[src/rtl/sq_pkg.sv]
// Shared types and constants for the code-length run-length compactor.
// Symbol codes, run limits, extra-bit widths, the emitted-symbol record and the scan FSM states.
package sq_pkg;

    localparam logic [4:0] SYM_REP_PREV = 5'd16;
    localparam logic [4:0] SYM_REP_Z3   = 5'd17;
    localparam logic [4:0] SYM_REP_Z11  = 5'd18;

    // Minimum and maximum run lengths each repeat symbol can cover
    localparam int REP_PREV_MIN = 3;
    localparam int REP_PREV_MAX = 6;
    localparam int REP_Z3_MIN   = 3;
    localparam int REP_Z3_MAX   = 10;
    localparam int REP_Z11_MIN  = 11;
    localparam int REP_Z11_MAX  = 138;

    localparam logic [2:0] EXT_LEN_PREV = 3'd2;
    localparam logic [2:0] EXT_LEN_Z3   = 3'd3;
    localparam logic [2:0] EXT_LEN_Z11  = 3'd7;

    typedef struct packed {
        logic [4:0] sym;
        logic [6:0] ext;
        logic [2:0] ext_len;
    } sq_sym_t;

    typedef enum logic [2:0] {
        ST_IDLE,
        ST_RD,
        ST_CMP,
        ST_EMIT,
        ST_DONE
    } sq_cmp_state_e;

endpackage

[src/rtl/sq_run_split.sv]
// Combinational greedy splitter: picks the next symbol for a run of n copies of cur_val.
// Zero latency; no flow control of its own, the caller decides when to consume the result.
// Backpressure: none here; the top only advances when its output stage transfers.
module sq_run_split
    import sq_pkg::*;
#(
    parameter int AW = 9
) (
    input  logic [3:0]    cur_val,
    input  logic [AW-1:0] n,
    input  logic          first_flag,
    output sq_sym_t       sym,
    output logic [AW-1:0] used
);

    always_comb begin
        sym     = '0;
        used    = AW'(1);
        if (cur_val == 4'd0) begin
            if (n >= AW'(REP_Z11_MIN)) begin
                used        = (n > AW'(REP_Z11_MAX)) ? AW'(REP_Z11_MAX) : n;
                sym.sym     = SYM_REP_Z11;
                sym.ext     = 7'(used - AW'(REP_Z11_MIN));
                sym.ext_len = EXT_LEN_Z11;
            end else if (n >= AW'(REP_Z3_MIN)) begin
                used        = (n > AW'(REP_Z3_MAX)) ? AW'(REP_Z3_MAX) : n;
                sym.sym     = SYM_REP_Z3;
                sym.ext     = 7'(used - AW'(REP_Z3_MIN));
                sym.ext_len = EXT_LEN_Z3;
            end
        end else begin
            sym.sym = {1'b0, cur_val};
            // A nonzero run always opens with its literal so a 16 never reaches into the previous run
            if (!first_flag && (n >= AW'(REP_PREV_MIN))) begin
                used        = (n > AW'(REP_PREV_MAX)) ? AW'(REP_PREV_MAX) : n;
                sym.sym     = SYM_REP_PREV;
                sym.ext     = 7'(used - AW'(REP_PREV_MIN));
                sym.ext_len = EXT_LEN_PREV;
            end
        end
    end

endmodule

[src/rtl/sq_compactor.sv]
// Scans a code-length buffer and emits the DEFLATE run-length symbol stream (0..18 plus extra bits).
// Latency: 2 cycles per buffer entry while scanning, 1 cycle per emitted symbol.
// Backpressure: sym_vld/payload held until sym_rdy; scanning pauses while a run is being emitted.
module sq_compactor
    import sq_pkg::*;
#(
    parameter int AW = 9,
    parameter int DW = 5
) (
    input  logic          clk,
    input  logic          rst,
    input  logic          start,
    input  logic [AW-1:0] num_len,
    output logic [AW-1:0] buff_addr,
    output logic          buff_rd,
    input  logic [DW-1:0] buff_data,
    output logic [4:0]    sym_out,
    output logic [6:0]    ext_out,
    output logic [2:0]    ext_len,
    output logic          sym_vld,
    input  logic          sym_rdy,
    output logic          busy,
    output logic          finish
);

    sq_cmp_state_e state, state_nxt;

    logic [AW-1:0] len_q;
    logic [AW-1:0] rd_ptr;
    logic [AW-1:0] run_cnt;
    logic [AW-1:0] rem;
    logic [3:0]    cur_val;
    logic [3:0]    pend_val;
    logic          pend_vld;
    logic          scan_first;
    sq_sym_t       out_q;
    logic          sym_vld_q;

    logic [3:0]    data_val;
    logic [3:0]    run_val_c;
    logic [AW-1:0] run_cnt_c;
    logic          differ;
    logic          xfer;
    logic          entries_left;
    logic          load_out;
    logic [3:0]    split_val;
    logic [AW-1:0] split_n;
    logic          split_first;
    sq_sym_t       split_sym;
    logic [AW-1:0] split_used;

    logic          data_unused;
    assign data_unused = ^buff_data[DW-1:4];

    sq_run_split #(.AW(AW)) u_split (
        .cur_val    (split_val),
        .n          (split_n),
        .first_flag (split_first),
        .sym        (split_sym),
        .used       (split_used)
    );

    always_ff @(posedge clk) begin
        if (rst) begin
            state <= ST_IDLE;
        end else begin
            state <= state_nxt;
        end
    end

    always_comb begin
        state_nxt    = state;
        data_val     = buff_data[3:0];
        run_val_c    = cur_val;
        run_cnt_c    = run_cnt;
        differ       = 1'b0;
        xfer         = sym_vld_q & sym_rdy;
        entries_left = (rd_ptr != len_q);
        load_out     = 1'b0;
        split_val    = cur_val;
        split_n      = rem;
        split_first  = 1'b0;
        case (state)
            ST_IDLE: begin
                if (start) begin
                    state_nxt = (num_len == '0) ? ST_DONE : ST_RD;
                end
            end
            ST_RD: begin
                state_nxt = ST_CMP;
            end
            ST_CMP: begin
                if (scan_first) begin
                    run_val_c = data_val;
                    run_cnt_c = AW'(1);
                end else if (data_val == cur_val) begin
                    run_cnt_c = run_cnt + AW'(1);
                end else begin
                    differ = 1'b1;
                end
                if (differ || !entries_left) begin
                    state_nxt   = ST_EMIT;
                    load_out    = 1'b1;
                    split_val   = run_val_c;
                    split_n     = run_cnt_c;
                    split_first = 1'b1;
                end else begin
                    state_nxt = ST_RD;
                end
            end
            ST_EMIT: begin
                if (xfer) begin
                    if (rem != '0) begin
                        load_out = 1'b1;
                    end else if (pend_vld) begin
                        // Pending entry is already read: keep scanning, or emit it directly if it was the last
                        if (entries_left) begin
                            state_nxt = ST_RD;
                        end else begin
                            load_out    = 1'b1;
                            split_val   = pend_val;
                            split_n     = AW'(1);
                            split_first = 1'b1;
                        end
                    end else begin
                        state_nxt = ST_DONE;
                    end
                end
            end
            ST_DONE: begin
                state_nxt = ST_IDLE;
            end
            default: begin
                state_nxt = ST_IDLE;
            end
        endcase
    end

    always_ff @(posedge clk) begin
        if (rst) begin
            len_q      <= '0;
            rd_ptr     <= '0;
            run_cnt    <= '0;
            rem        <= '0;
            cur_val    <= '0;
            pend_val   <= '0;
            pend_vld   <= 1'b0;
            scan_first <= 1'b0;
            out_q      <= '0;
            sym_vld_q  <= 1'b0;
        end else begin
            case (state)
                ST_IDLE: begin
                    if (start) begin
                        len_q      <= num_len;
                        rd_ptr     <= '0;
                        scan_first <= 1'b1;
                        pend_vld   <= 1'b0;
                    end
                end
                ST_RD: begin
                    rd_ptr <= rd_ptr + AW'(1);
                end
                ST_CMP: begin
                    scan_first <= 1'b0;
                    cur_val    <= run_val_c;
                    run_cnt    <= run_cnt_c;
                    if (differ) begin
                        pend_val <= data_val;
                        pend_vld <= 1'b1;
                    end
                end
                ST_EMIT: begin
                    if (xfer && (rem == '0) && pend_vld) begin
                        cur_val  <= pend_val;
                        run_cnt  <= AW'(1);
                        pend_vld <= 1'b0;
                    end
                end
                default: begin
                end
            endcase

            if (load_out) begin
                out_q     <= split_sym;
                rem       <= split_n - split_used;
                sym_vld_q <= 1'b1;
            end else if (xfer) begin
                sym_vld_q <= 1'b0;
            end
        end
    end

    assign buff_rd   = (state == ST_RD);
    assign buff_addr = buff_rd ? rd_ptr : '0;
    assign busy      = (state != ST_IDLE);
    assign finish    = (state == ST_DONE);
    assign sym_vld   = sym_vld_q;
    assign sym_out   = out_q.sym;
    assign ext_out   = out_q.ext;
    assign ext_len   = out_q.ext_len;

endmodule

[config.mk]
export PLATFORM = sky130hd
export DESIGN_NAME = sq_compactor
export DESIGN_NICKNAME = d
export VERILOG_FILES = /design/src/rtl/sq_pkg.sv /design/src/rtl/sq_run_split.sv /design/src/rtl/sq_compactor.sv
export SDC_FILE = /design/constraint.sdc
export NUM_CORES = 1
export LEC_CHECK = 0
export CORE_ASPECT_RATIO = 1.4
export CORE_MARGIN = 8
export CORE_UTILIZATION = 30
export DETAILED_ROUTE_END_ITERATION = 8
export PLACE_DENSITY = 0.49
export SLEW_MARGIN = 20
export SYNTH_ARGS = -nofsm -noshare
export SYNTH_HDL_FRONTEND = slang
export SYNTH_SLANG_ARGS = --single-unit
[constraint.sdc]
create_clock -name clk -period 4.8 [get_ports clk]
set_clock_uncertainty 0.1 [all_clocks]
set_input_delay 0.72 -clock clk [delete_from_list [all_inputs] [get_ports clk]]
set_output_delay 0.72 -clock clk [all_outputs]
set_load 0.005 [all_outputs]
==> flow_summary_export.csv, run 1 <==
group,metric,value,unit
critical_path,r2r_slack,0.19,ns
critical_path,rr_worst_depth,25,
critical_path,r2r_start,"rd_ptr[7]",
sta,slew_viol_final,0,
synth,synth-main-ff-cell,"dfxtp_1",
power_and_ir_drop,p_per_area,603,mW/mm²
critical_path,path_class,"reg2reg",
place,post_dp_cell_area,0.00608,mm²
place,placed_cells,949,
sta,setup_violations,0,
critical_path,critPathLaunchType,"register",
die,die_area,0.0195,mm²
sta,hold_viol_final,0,
worst_hold_path,whs_endpoint,"ext_len[2]",
clocking,cts_buffers,9,
routing,drcViolationCount,0,
routing,dr_total_vias,5266,
place,place_hpwl,12700,µm
synth,synth_seq_cells,64,
routing,drtAntennaViolNets,0,
synth,synth_nets,649,
sta,post-route-min-period,4.61,ns
sta,setup_ws,0.185,ns
worst_hold_path,min_from,"ext_len[2]",
die,coreArea,0.0150,mm²
die,start_util,30.6,%
critical_path,critPathLaunch,"rd_ptr[7]",
critical_path,worstSetupEndpointType,"register",
die,rows,53,
synth,syn-cell-area,0.00458,mm²
sta,setup_tns,0,ns
finish,syn2layout_area_growth,53.5,%
critical_path,rr_endpoint,"rem[8]",
finish,drive_gt1_share,33.8,%
routing,routedWlPerCell,17.2,µm
clocking,cts_root_buf,"clkbuf_16",
critical_path,required,4.97,ns
sta,slew_headroom,52.0,%
global_routing,grt_antenna_before_repair,0,
die,io_pins,46,
run,maxCapViolations,0,
finish,finalNonFillerCells,993,
finish,antenna_cells,0,
clocking,clk_latency,0.34,ns
critical_path,crit_arrival,4.78,ns
die,die_h,162,µm
finish,fin_nets,828,
place,finalWeightedCongestion,0.971,
global_routing,grt.total_usage,17.1,%
clocking,clk_path_buf_depth,2,
routing,drt-total-wl,17000,µm
place,io_buffers,44,
synth,synth_cells,617,
synth,yosys_warnings,0,
critical_path,path_max_fanout,6,
sta,tightest_slew,0.718,ns
power_and_ir_drop,p_leak,2.84,nW
finish,fillers,1517,
finish,register_area,0.00129,mm²
clocking,cts_num_sinks,64,
clocking,htree_num_levels,3,
worst_hold_path,hold_class,"reg2reg",
finish,final_cell_mix,"buf_4, nand2_1, nor2_1",
finish,fin_area,0.00704,mm²
synth,avgSynthCellArea,7.43,µm²
finish,final_common_cell,"buf_4",
global_routing,grt_pass1_wl,26500,µm
finish,multi_input_area,0.00343,mm²
die,die_w,120,µm
synth,synth_edf_count,0,
sta,fin_crit_sh,96.1,%
clocking,hold_buffers,0,
routing,dr.pass1.iters,5,
clocking,cts_tree,"yes",
synth,ys_seq_area_share,28.0,%
sta,rsz0062_at_grt,"yes",
synth,ys_types,85,
global_routing,overflow,0,
global_routing,grt_max_degree,42,
sta,max_freq,0.217,GHz
routing,drt_iter0_markers,293,
power_and_ir_drop,ir_drop,0.265,mV
worst_hold_path,hold_depth,2,
place,pre_cts_ws,-0.748,ns
routing,viasPerCell,5.30,
clocking,clkSlewWorstSetupHoldPaths,0.06,ns
global_routing,grt_pass1_vias,5146,
synth,async_flop_share,0,%
outcome,status,"finished clean",
[per-stage QoR]
stage	utilization (%)	hold slack (ns)	power, W
3_3_place_gp	40.6	0.350	0.00296
2_1_floorplan	-	0.336	0.00200
6_report	47.0	0.356	0.00425
4_1_cts	44.2	0.362	0.00398
5_1_grt	47.0	0.386	0.00452
3_5_place_dp	40.6	0.348	0.00298
[Yosys cell counts, types with 4 or more instances]
cell	number	area share [%]
o21a_1	5	0.82
or3_1	7	0.96
a311oi_1	5	0.96
ha_1	13	3.5
nor2_1	64	5.2
clkbuf_1	19	1.6
xor2_1	8	1.5
mux2i_1	5	1.1
inv_1	15	1.2
nand2b_1	9	1.2
nor3b_1	4	0.66
nand3_1	19	2.1
o31ai_1	4	0.66
nand4_1	11	1.5
a21oi_1	64	7.0
o31a_1	4	0.76
a31oi_1	6	0.82
a22oi_1	8	1.3
nand2_1	94	7.7
dfxtp_1	64	28
o21ai_0	24	2.6
nor3_1	15	1.6
buf_2	10	1.1
and2_1	6	0.82
a211oi_1	6	0.98
and3_1	19	2.6
xnor2_1	20	3.8
[worst max-delay path: stages, from the launching register on]
cell      delay [ns]
dfxtp_1         0.37
xnor2_1         0.15
nand4_1         0.12
buf_4           0.19
nor3_4          0.31
a21oi_2         0.12
buf_4           0.17
a22o_1          0.20
or2_1           0.25
or2_4           0.30
a211oi_4        0.19
nand2b_4        0.17
and3_4          0.18
ha_4            0.13
inv_2           0.03
fa_2            0.36
a21oi_2         0.14
nor2_1          0.05
nor2_1          0.13
o21bai_1        0.13
a21oi_2         0.18
o21bai_1        0.11
a21oi_2         0.16
xnor2_1         0.13
nand2_1         0.09
a21oi_2         0.12
[area by class of cell]
class	count	area share, %
flip-flops and latches	64	18.3
repair buffers	203	23.7
clock inverters	4	1.07
well taps	192	3.41
inverters	17	0.978
multi-input cells	501	48.7
clock buffers	12	3.79
[flip-flops by register name, summed over array words and instances (netlist names)]
name	flops
pend_val	4
rem	9
pend_vld	1
scan_first	1
sym_out	4
len_q	9
rd_ptr	9
cur_val	4
ext_len	3
run_cnt	9
ext_out	7
state	3
sym_vld	1
[cell families after synthesis]
logic type | after synthesis | synth area share, %
AOI/OAI and AO/OA | 175 | 26.0
muxes | 6 | 1.34
and+or+nand+nor | 278 | 30.4
buffers and inverters | 52 | 4.94
adders and majority gates | 14 | 3.99
xor gates and xnor gates | 28 | 5.35
DFF | 64 | 28.0
[report_power, final]
| part | leakage [nW] | switching, W | internal (W) |
|---|---|---|---|
| sequential | 0.522 | 0.0000638 | 0.000617 |
| clock | 0.161 | 0.000260 | 0.000497 |
| combinational | 2.16 | 0.00138 | 0.00143 |
| total | 2.84 | 0.00170 | 0.00255 |
[worst max path at each step]
stage	to	slack, ns	cells past startpoint
after floorplan	rem[8]	0.006	25
after global placement	rem[8]	-0.80	24
after detailed placement	rem[8]	-0.75	24
after CTS	rem[8]	-0.01	24
after global routing	rem[8]	-0.07	25
final	rem[8]	0.19	25
[what timing repair did]
action	CTS	global route
pin swaps	16	49
buffers inserted	11	19
setup endpoints to repair	5	5
gates resized for setup	35	80
gates cloned	0	1
[layer usage]
metal	GRT usage, %	part of all wire (%)	up-vias	routed length (µm)
met2	31.7	52	119	8900
met5	0	0	-	0
met4	6.84	3.3	0	559
li1	-	-	2584	-
met1	19.0	41	2531	7070
met3	2.33	3.0	32	516
Note: power is estimated with default switching activity, not from simulation.
==> run 2, diff against run 1 <==
- CORE_MARGIN: 8 -> 3
==> run 2 against run 1 <==
  * Non-clock buffer count increased by 7
  * Final area decreased by 2.0%
  * First-iteration DRC count decreased by 26%
  * Largest cell class unchanged
==> flow_summary_export.csv, run 2 (synthesis gave the netlist of run 1 again) <==
group,metric,value,unit
clocking,htree_num_levels,3,
routing,drt_iter0_markers,216,
place,pre_cts_ws,-0.792,ns
routing,drcViolationCount,0,
routing,top_layer,"met4",
critical_path,cp_slowest_cell,"fa_2",
finish,final_cell_mix,"buf_4, nand2_1, nor2_1",
global_routing,grt.total_usage,19.2,%
place,place_hpwl,12500,µm
power_and_ir_drop,p_per_area,605,mW/mm²
die,start_util,31.2,%
routing,dr.pass1.iters,4,
sta,post-route-min-period,4.58,ns
worst_hold_path,whs_endpoint,"sym_out[2]",
finish,multi_input_area,0.00333,mm²
die,coreArea,0.0147,mm²
sta,setup_ws,0.221,ns
critical_path,max_stage_delay,0.37,ns
sta,slew_viol_final,0,
finish,antenna_cells,0,
clocking,clk_path_buf_depth,2,
critical_path,rr_endpoint,"rem[8]",
critical_path,worstSetupEndpointType,"register",
sta,setup_violations,0,
critical_path,critPathLaunchType,"register",
place,post_dp_cell_area,0.00611,mm²
finish,syn2layout_area_growth,50.5,%
worst_hold_path,hold_class,"reg2reg",
sta,slew_headroom,59.3,%
critical_path,crit_arrival,4.74,ns
finish,register_area,0.00128,mm²
critical_path,r2r_slack,0.22,ns
routing,drtAntennaViolNets,0,
sta,hold_viol_final,0,
critical_path,r2r_start,"rd_ptr[8]",
finish,fin_nets,835,
global_routing,grt_pass1_vias,5308,
routing,routedWlPerCell,16.6,µm
global_routing,grt_max_degree,42,
finish,finalNonFillerCells,997,
clocking,clk_latency,0.33,ns
routing,route.met3.wl,454,µm
worst_hold_path,hold_depth,2,
clocking,clkSlewWorstSetupHoldPaths,0.06,ns
critical_path,path_class,"reg2reg",
critical_path,required,4.96,ns
sta,whs,0.361,ns
critical_path,path_max_fanout,5,
clocking,cts_num_sinks,64,
routing,wl_met2,8750,µm
finish,fillers,1515,
routing,viasPerCell,5.29,
sta,tightest_slew,0.609,ns
finish,final_common_cell,"buf_4",
outcome,status,"finished clean",
finish,drive_gt1_share,32.8,%
place,placed_cells,950,
routing,dr_total_vias,5279,
clocking,cts_tree,"yes",
clocking,cts_buffers,9,
global_routing,grt_pass1_wl,26700,µm
worst_hold_path,min_from,"sym_out[2]",
die,rows,52,
global_routing,grt_antenna_before_repair,0,
sta,max_freq,0.218,GHz
die,io_pins,46,
place,io_buffers,44,
finish,fin_area,0.00690,mm²
routing,wl_met1,7030,µm
finish,utilization,46.9,%
critical_path,crit_chain,"xor2_1, or2_4, nor3_4, a21oi_4, buf_4, a22o_1, or2_4, or2_4, a211oi_2, nand2b_4, and3_1, ha_2, inv_1, fa_2, a21oi_2, nor2_1, nor2_1, o21bai_1, a21oi_2, o21bai_1, a21oi_1, xnor2_1, nand2_1, a21oi_2",
die,die_w,110,µm
run,maxCapViolations,0,
global_routing,overflow,0,
routing,drt-total-wl,16500,µm
power_and_ir_drop,ir_drop,0.254,mV
power_and_ir_drop,p_leak,2.84,nW
die,die_area,0.0168,mm²
place,finalWeightedCongestion,0.882,
sta,fin_crit_sh,95.4,%
clocking,cts_root_buf,"clkbuf_16",
critical_path,rr_worst_depth,24,
die,die_h,152,µm
-- run 2: through the flow --
| stage | power [W] | TNS [ns] |
|---|---|---|
| 3_5_place_dp | 0.00300 | -3.25 |
| 2_1_floorplan | 0.00200 | 0 |
| 6_report | 0.00417 | 0 |
| 4_1_cts | 0.00393 | 0 |
| 5_1_grt | 0.00448 | -0.0304 |
| 3_3_place_gp | 0.00298 | -2.82 |
-- run 2: what timing repair did --
action,4_1_cts,5_1_grt
setup buffers,12,22
resized for setup,40,40
pin swaps,21,42
hold buffers,0,0
endpoints found under the setup margin,6,5
-- run 2: how the worst max path moves through the flow --
stage / startpoint / endpoint / slack (ns) / cells past startpoint
3_5_place_dp: buff_data[1] / rem[8] / -0.79 / 25
3_3_place_gp: buff_data[1] / rem[8] / -0.69 / 25
5_1_grt: rd_ptr[0] / rem[8] / -0.03 / 25
6_report: rd_ptr[8] / rem[8] / 0.22 / 24
2_1_floorplan: buff_data[3] / rem[8] / 0.006 / 25
4_1_cts: rd_ptr[8] / rem[8] / 0.0005 / 26
-- run 2: critical path: cells and delay by family (launching register included) --
| kind | cells | cell delay [ns] |
|---|---|---|
| xor+xnor | 2 | 0.31 |
| fa+ha+maj | 2 | 0.54 |
| simple gates | 9 | 1.67 |
| flops | 1 | 0.34 |
| buf+inv | 2 | 0.21 |
| compound gates | 9 | 1.32 |
-- run 2: layout make-up --
class | instances | area share [%]
Clock buffer | 11 | 3.52
Clock inverter | 5 | 0.816
Inverter | 17 | 0.925
Multi-Input combinational cell | 501 | 48.3
Sequential cell | 64 | 18.6
Tap cell | 189 | 3.43
Timing Repair Buffer | 210 | 24.3
-- run 2: where the power goes --
part / internal [W] / leakage (nW) / switching, W
Combinational: 0.00147 / 2.17 / 0.00136
Clock: 0.000415 / 0.145 / 0.000250
Sequential: 0.000617 / 0.522 / 0.0000587
Total: 0.00250 / 2.84 / 0.00166
-- run 2: per-layer routing --
layer  GRT usage (%)  vias up
met5               0        -
met4            6.81        0
met3            2.34       19
met2            35.5      105
met1            22.5     2559
li1                -     2596
